`src/rtl/alu_wide_seq_pkg.sv`:
```
// Shared GB80 definitions: F flag bit positions, 8-bit alu opcodes, 16-bit op codes
// and the sequencer state encoding.
package alu_wide_seq_pkg;

    localparam int FLAG_Z = 7;
    localparam int FLAG_N = 6;
    localparam int FLAG_H = 5;
    localparam int FLAG_C = 4;

    localparam logic [2:0] ALU_ADD = 3'd0;
    localparam logic [2:0] ALU_ADC = 3'd1;
    localparam logic [2:0] ALU_SUB = 3'd2;
    localparam logic [2:0] ALU_SBC = 3'd3;
    localparam logic [2:0] ALU_AND = 3'd4;
    localparam logic [2:0] ALU_XOR = 3'd5;
    localparam logic [2:0] ALU_OR  = 3'd6;
    localparam logic [2:0] ALU_CP  = 3'd7;

    typedef enum logic [1:0] {
        WOP_ADD16 = 2'd0,
        WOP_INC16 = 2'd1,
        WOP_DEC16 = 2'd2,
        WOP_ADDSP = 2'd3
    } wop_e;

    typedef enum logic [1:0] {
        ST_IDLE = 2'd0,
        ST_LO   = 2'd1,
        ST_HI   = 2'd2,
        ST_DONE = 2'd3
    } seq_state_e;

endpackage

```
`src/rtl/alu_wide_flags.sv`:
```
// Combinational merge of the F sampled at accept with the LO/HI pass H/C bits
// into the GB80 F layout returned with a wide result.
module alu_wide_flags
    import alu_wide_seq_pkg::*;
(
    input  wop_e       i_op,
    input  logic [3:0] i_f_smp,
    input  logic       i_lo_h,
    input  logic       i_lo_c,
    input  logic       i_hi_h,
    input  logic       i_hi_c,
    output logic [7:0] o_flags
);

    // i_f_smp holds F[7:4] (Z N H C); low nibble of F is always zero
    always_comb begin
        o_flags = 8'h00;
        case (i_op)
            WOP_ADD16: o_flags = {i_f_smp[3], 1'b0, i_hi_h, i_hi_c, 4'h0};
            WOP_INC16,
            WOP_DEC16: o_flags = {i_f_smp, 4'h0};
            WOP_ADDSP: o_flags = {2'b00, i_lo_h, i_lo_c, 4'h0};
            default:   o_flags = 8'h00;
        endcase
    end

endmodule

```
`src/rtl/alu_wide_seq.sv`:
```
// Two-pass 16-bit sequencer: drives the 8-bit alu with the low byte, then the high
// byte with carry, and presents the wide result plus merged F until consumed.
module alu_wide_seq
    import alu_wide_seq_pkg::*;
#(
    parameter int DATA_WIDTH   = 8,
    parameter int OPCODE_WIDTH = 3
) (
    input  logic                      i_clk,
    input  logic                      i_rst,
    input  logic                      i_req_valid,
    output logic                      o_req_ready,
    input  logic [1:0]                i_req_op,
    input  logic [2*DATA_WIDTH-1:0]   i_op_a,
    input  logic [2*DATA_WIDTH-1:0]   i_op_b,
    input  logic [7:0]                i_flags,
    output logic [DATA_WIDTH-1:0]     o_alu_a,
    output logic [DATA_WIDTH-1:0]     o_alu_b,
    output logic [OPCODE_WIDTH-1:0]   o_alu_op,
    output logic                      o_alu_cin,
    input  logic [DATA_WIDTH-1:0]     i_alu_data,
    input  logic [7:0]                i_alu_flags,
    output logic                      o_res_valid,
    input  logic                      i_res_ready,
    output logic [2*DATA_WIDTH-1:0]   o_res_data,
    output logic [7:0]                o_res_flags,
    input  logic                      i_flush
);

    localparam int W = DATA_WIDTH;

    seq_state_e state_q, state_d;
    wop_e op_q, op_d;
    logic [W-1:0] a_hi_q, a_hi_d, b_hi_q, b_hi_d, lo_res_q, lo_res_d;
    logic [3:0] f_q, f_d;
    logic lo_h_q, lo_h_d, lo_c_q, lo_c_d;
    logic req_ready_q, req_ready_d, res_valid_q, res_valid_d;
    logic [2*W-1:0] res_data_q, res_data_d;
    logic [7:0] res_flags_q, res_flags_d;
    logic [W-1:0] alu_a_q, alu_a_d, alu_b_q, alu_b_d;
    logic [OPCODE_WIDTH-1:0] alu_op_q, alu_op_d;
    logic alu_cin_q, alu_cin_d;
    logic [7:0] merged_flags;
    logic unused_bits;

    assign unused_bits = ^{i_flags[3:0], i_alu_flags[FLAG_Z], i_alu_flags[FLAG_N], i_alu_flags[3:0]};

    alu_wide_flags u_flags (
        .i_op    (op_q),
        .i_f_smp (f_q),
        .i_lo_h  (lo_h_q),
        .i_lo_c  (lo_c_q),
        .i_hi_h  (i_alu_flags[FLAG_H]),
        .i_hi_c  (i_alu_flags[FLAG_C]),
        .o_flags (merged_flags)
    );

    always_comb begin
        state_d     = state_q;
        op_d        = op_q;
        a_hi_d      = a_hi_q;
        b_hi_d      = b_hi_q;
        f_d         = f_q;
        lo_res_d    = lo_res_q;
        lo_h_d      = lo_h_q;
        lo_c_d      = lo_c_q;
        res_data_d  = res_data_q;
        res_flags_d = res_flags_q;
        alu_a_d     = '0;
        alu_b_d     = '0;
        alu_op_d    = '0;
        alu_cin_d   = 1'b0;
        case (state_q)
            ST_IDLE: if (i_req_valid && req_ready_q) begin
                state_d = ST_LO;
                op_d    = wop_e'(i_req_op);
                a_hi_d  = i_op_a[2*W-1:W];
                f_d     = i_flags[7:4];
                alu_a_d = i_op_a[W-1:0];
                // alu drive is registered, so the LO-pass operands are loaded here
                case (wop_e'(i_req_op))
                    WOP_ADD16: begin
                        alu_b_d  = i_op_b[W-1:0];
                        b_hi_d   = i_op_b[2*W-1:W];
                        alu_op_d = OPCODE_WIDTH'(ALU_ADD);
                    end
                    WOP_INC16: begin
                        alu_b_d  = W'(1);
                        b_hi_d   = '0;
                        alu_op_d = OPCODE_WIDTH'(ALU_ADD);
                    end
                    WOP_DEC16: begin
                        alu_b_d  = W'(1);
                        b_hi_d   = '0;
                        alu_op_d = OPCODE_WIDTH'(ALU_SUB);
                    end
                    default: begin
                        alu_b_d  = i_op_b[W-1:0];
                        b_hi_d   = {W{i_op_b[W-1]}};
                        alu_op_d = OPCODE_WIDTH'(ALU_ADD);
                    end
                endcase
            end
            ST_LO: begin
                state_d   = ST_HI;
                lo_res_d  = i_alu_data;
                lo_h_d    = i_alu_flags[FLAG_H];
                lo_c_d    = i_alu_flags[FLAG_C];
                alu_a_d   = a_hi_q;
                alu_b_d   = b_hi_q;
                alu_op_d  = (op_q == WOP_DEC16) ? OPCODE_WIDTH'(ALU_SBC) : OPCODE_WIDTH'(ALU_ADC);
                alu_cin_d = i_alu_flags[FLAG_C];
            end
            ST_HI: begin
                state_d     = ST_DONE;
                res_data_d  = {i_alu_data, lo_res_q};
                res_flags_d = merged_flags;
            end
            default: if (i_res_ready) begin
                state_d     = ST_IDLE;
                res_data_d  = '0;
                res_flags_d = '0;
            end
        endcase
        if (i_flush) begin
            state_d     = ST_IDLE;
            alu_a_d     = '0;
            alu_b_d     = '0;
            alu_op_d    = '0;
            alu_cin_d   = 1'b0;
            res_data_d  = '0;
            res_flags_d = '0;
        end
        req_ready_d = (state_d == ST_IDLE);
        res_valid_d = (state_d == ST_DONE);
    end

    always_ff @(posedge i_clk or posedge i_rst) begin
        if (i_rst) begin
            state_q     <= ST_IDLE;
            op_q        <= WOP_ADD16;
            a_hi_q      <= '0;
            b_hi_q      <= '0;
            f_q         <= '0;
            lo_res_q    <= '0;
            lo_h_q      <= 1'b0;
            lo_c_q      <= 1'b0;
            req_ready_q <= 1'b0;
            res_valid_q <= 1'b0;
            res_data_q  <= '0;
            res_flags_q <= '0;
            alu_a_q     <= '0;
            alu_b_q     <= '0;
            alu_op_q    <= '0;
            alu_cin_q   <= 1'b0;
        end else begin
            state_q     <= state_d;
            op_q        <= op_d;
            a_hi_q      <= a_hi_d;
            b_hi_q      <= b_hi_d;
            f_q         <= f_d;
            lo_res_q    <= lo_res_d;
            lo_h_q      <= lo_h_d;
            lo_c_q      <= lo_c_d;
            req_ready_q <= req_ready_d;
            res_valid_q <= res_valid_d;
            res_data_q  <= res_data_d;
            res_flags_q <= res_flags_d;
            alu_a_q     <= alu_a_d;
            alu_b_q     <= alu_b_d;
            alu_op_q    <= alu_op_d;
            alu_cin_q   <= alu_cin_d;
        end
    end

    assign o_req_ready = req_ready_q;
    assign o_res_valid = res_valid_q;
    assign o_res_data  = res_data_q;
    assign o_res_flags = res_flags_q;
    assign o_alu_a     = alu_a_q;
    assign o_alu_b     = alu_b_q;
    assign o_alu_op    = alu_op_q;
    assign o_alu_cin   = alu_cin_q;

endmodule

```
`config.mk`:
```
export PLATFORM = sky130hd
export DESIGN_NAME = alu_wide_seq
export DESIGN_NICKNAME = d
export VERILOG_FILES = /design/src/rtl/alu_wide_seq_pkg.sv /design/src/rtl/alu_wide_flags.sv /design/src/rtl/alu_wide_seq.sv
export SDC_FILE = /design/constraint.sdc
export NUM_CORES = 1
export LEC_CHECK = 0
export BUFFER_PORTS_ARGS = -buffer_cell sky130_fd_sc_hd__buf_2
export CAP_MARGIN = 15
export CORE_MARGIN = 4
export CORE_UTILIZATION = 50
export CTS_CLUSTER_SIZE = 16
export DETAILED_ROUTE_END_ITERATION = 8
export PLACE_DENSITY = 0.8
export SLEW_MARGIN = 0
export SYNTH_ARGS = -nofsm -noshare
export SYNTH_HDL_FRONTEND = slang
export SYNTH_SLANG_ARGS = --single-unit
```
`constraint.sdc`:
```
create_clock -name i_clk -period 2.9 [get_ports i_clk]
set_input_delay 0.145 -clock i_clk [delete_from_list [all_inputs] [get_ports i_clk]]
set_output_delay 0.145 -clock i_clk [all_outputs]
set_load 0.005 [all_outputs]
```
==> results list <==
- The final reports fail on negative hold slack.
* Biggest cell delay along the critical path: 0.78 ns
- Number of antenna violations at the first check in global routing: 0
* Clk slew on worst S/H paths: 0.08 ns
- Maximum ir drop on the vdd rail: 0.000559 V
* IO Pins: 109
- Post-cts repair resize count: 0
* Initial Utilization: 53.0%
- In this run the most used layer during global routing was met2.
- Cells with a size suffix above 1 make up 31.4% of the layout.
- Yosys printed 0 warnings.
- Final setup violation count: 0
* Cell taking the most area after synthesis: sky130_fd_sc_hd__dfrtp_1
* Setup TNS Final: 0 ns
* Number of antenna diodes: 0
- At the pin with the least slew margin, the transition time is 0.973 ns.
- Share of synthesized flip-flops with an asynchronous set or reset: 100%
- Die Height: 88.1 um
* Worst-Skew Late Latency: 0.34 ns
- The wire-length estimate of the detail-placed layout is 4650 um.
- Routability Congestion: 0.750
* Clock tree root driver cell: sky130_fd_sc_hd__clkbuf_8
- Element type at the critical path start: register
- In this run the cell area of the synthesized design comes to 3210 sq um.
* Mean instance size in the synthesized netlist: 10.7 sq um
- Fraction of met3 tracks used by global routing: 4.80%
* Cell with the largest stage delay on the worst path: sky130_fd_sc_hd__and3_1
- Period minus WS final: 2.03 ns
- Using the TritonRoute via totals, the vias-per-cell ratio works out to 5.04.
- Entering global routing, the biggest net connects 60 pins.
- The core region is 6060 sq um.
- Across the run, the number of max-cap violations was 0.
* Total clock buffers created by CTS: 9
* Crit path cell chain: inv_1, ha_1, and3_1, o21ai_0, a21oi_1
* Largest driver fanout on the critical path: 26
- In the routed design, unresolved DRC markers number 0.
* Kind of critical path: reg -> reg
- The detail route stage leaves a number of antenna-violating nets equal to 0.
- Hold WC Path Type: in -> async
- Global routing usage on met1: 24.5%
* Maximum frequency from static timing analysis: 492 MHz
- The floorplan step defined a die boundary enclosing 7770 sq um.
* IO buf count: 93
- Share of the cycle needed by the critical path after routing: 70.1%
- After clock tree synthesis, the setup repair step added 0 buffers.
* Number of buffers inserted by hold repair at cts: 12
* Grt met2 use: 31.0%
- Setup repair after global routing left no endpoint under its margin.
- Yosys cell types: 31
* CTS H-Tree Depth: 3
* Count of final hold-check violations: 3
* Area share of the largest cell type after synthesis: 58.4%
* Main area contributors after synthesis: sky130_fd_sc_hd__dfrtp_1 (58%), sky130_fd_sc_hd__nand2_1 (7.5%), sky130_fd_sc_hd__mux2i_1 (5.0%)
* Total via count in the routed design: 2433
- STA puts the critical path data arrival time at 2.29 ns.
- Top-count cell post-synth: sky130_fd_sc_hd__dfrtp_1
* Drt first pass iters: 4
- Std cell rows: 28
- Global routing used 19.2% of the available tracks.
* Post-route clock skew: 0.0123 ns
- Result of the run: finished with violations
- Hold slack: -0.00737 ns
- The analysis attributes to cell leakage a power of 0.00215 uW.
- Global routing finished with a remaining overflow of 0.
- Syn Inst Count: 299
* Max transition margin: 35.0%
- P&R area growth vs syn: 26.3%
- The die is 88.1 um wide.
* Max clock buf depth: 2
* TritonCTS clock tree: built
- Drt initial violations: 95
- The count of pins over their slew limit is 0.
* Routed wire length per instance: 14.0 um
* Sequential fraction of the synthesis area: 58.4%
- The first global-routing pass estimated 11500 um of wire.
* Vias in the first global route: 2540
* Number of synthesized register bits: 75
- Wires add up to 6780 um.
* Number of nets in the finished design: 476
- STA classifies the critical path endpoint as a register.
- Critical path data required time: 3.16 ns
* Most frequent cells after synthesis: sky130_fd_sc_hd__dfrtp_1 (75), sky130_fd_sc_hd__nand2_1 (64), sky130_fd_sc_hd__inv_1 (23)
- The synthesized design contains 0 enable-type register cells.
* Most used flip-flop cell after synthesis: sky130_fd_sc_hd__dfrtp_1
- Counting every sink on the clock net gives 75.
- Pwr/cell area: 882 nW/um^2
-- worst paths after layout --
| check | start | slack (ns) | cells past startpoint | to |
|---|---|---|---|---|
| max | state_q[0] | 0.87 | 5 | o_alu_b[0] |
| min | i_rst | -0.007 | 2 | o_res_data[10] |
| max reg2reg | state_q[0] | 0.87 | 5 | o_alu_b[0] |
| min reg2reg | a_hi_q[2] | 0.48 | 2 | a_hi_q[2] |
| max in group asynchronous | i_rst | 2.10 | 3 | o_res_flags[4] |
| min in group i_clk | i_op_b[2] | 0.02 | 2 | o_alu_b[2] |
-- flip-flops by register name, summed over array words and instances (netlist names) --
register / cells
a_hi_q: 8
b_hi_q: 8
f_q: 4
lo_c_q: 1
lo_h_q: 1
lo_res_q: 8
o_alu_a: 8
o_alu_b: 8
o_alu_cin: 1
o_alu_op: 2
o_req_ready: 1
o_res_data: 16
o_res_flags: 4
o_res_valid: 1
op_q: 2
state_q: 2
-- logic make-up (layout without fill, tap and decap cells) --
logic type	count (synthesis)	in the layout	synth area share, %
flip-flops	75	75	58.4
AND/OR/NAND/NOR	91	91	12.0
AO/OA/AOI/OAI	51	51	10.5
buffers and inverters	44	149	6.27
other	1	5	0.117
multiplexers	27	27	8.84
adder cells (fa/ha/maj)	10	10	3.90
-- per-stage QoR --
stage / setup slack, ns / instances / utilization [%] / instance area [sq um] / power (uW)
final: 0.867 / 483 / 66.9 / 4060 / 3580
after global routing: 0.714 / 483 / 66.9 / 4060 / 3860
after CTS: 0.873 / 483 / 66.9 / 4060 / 3610
after detailed placement: 0.898 / 455 / 61.2 / 3710 / 2700
after global placement: 0.989 / 455 / 61.2 / 3710 / 2650
after floorplan: 0.845 / 303 / - / 3230 / 2370
-- layout by cell type (no fill, tap or decap), types with 11 or more instances in the layout --
cell,n
sky130_fd_sc_hd__a21oi_1,12
sky130_fd_sc_hd__a22oi_1,11
sky130_fd_sc_hd__buf_2,93
sky130_fd_sc_hd__clkbuf_8,11
sky130_fd_sc_hd__dfrtp_1,75
sky130_fd_sc_hd__dlygate4sd3_1,12
sky130_fd_sc_hd__inv_1,22
sky130_fd_sc_hd__mux2i_1,16
sky130_fd_sc_hd__nand2_1,64
sky130_fd_sc_hd__nor2_1,11
sky130_fd_sc_hd__o21ai_0,14
-- per-layer routing --
metal | vias to the layer above | wire length [um]
met3 | 13 | 442
met5 | - | 0
li1 | 1173 | -
met4 | 0 | 131
met1 | 1176 | 2920
met2 | 71 | 3280
-- worst max-delay path, delay by kind of cell, from the launching register on --
family,cells,cell delay (ns)
AO/OA/AOI/OAI,2,0.42
adder cells (fa/ha/maj),1,0.25
buffers and inverters,1,0.10
flip-flops,1,0.42
AND/OR/NAND/NOR,1,0.78
-- power by group --
| part | switching [uW] | internal, uW | leakage (uW) |
|---|---|---|---|
| clock network | 364 | 531 | 0.000113 |
| registers | 167 | 1380 | 0.000986 |
| logic | 634 | 503 | 0.00105 |
| total | 1160 | 2410 | 0.00215 |
-- layout make-up --
cell class                 count  area (sq um)
fill                         485          2000
sequential                    75          1880
multi-input combinational    184          1150
timing repair buffer         110           623
clock buffer                  12           155
tap                           75          93.8
inverter                      23          87.6
clock inverter                 4          72.6
(Power assumes the default switching activity.)
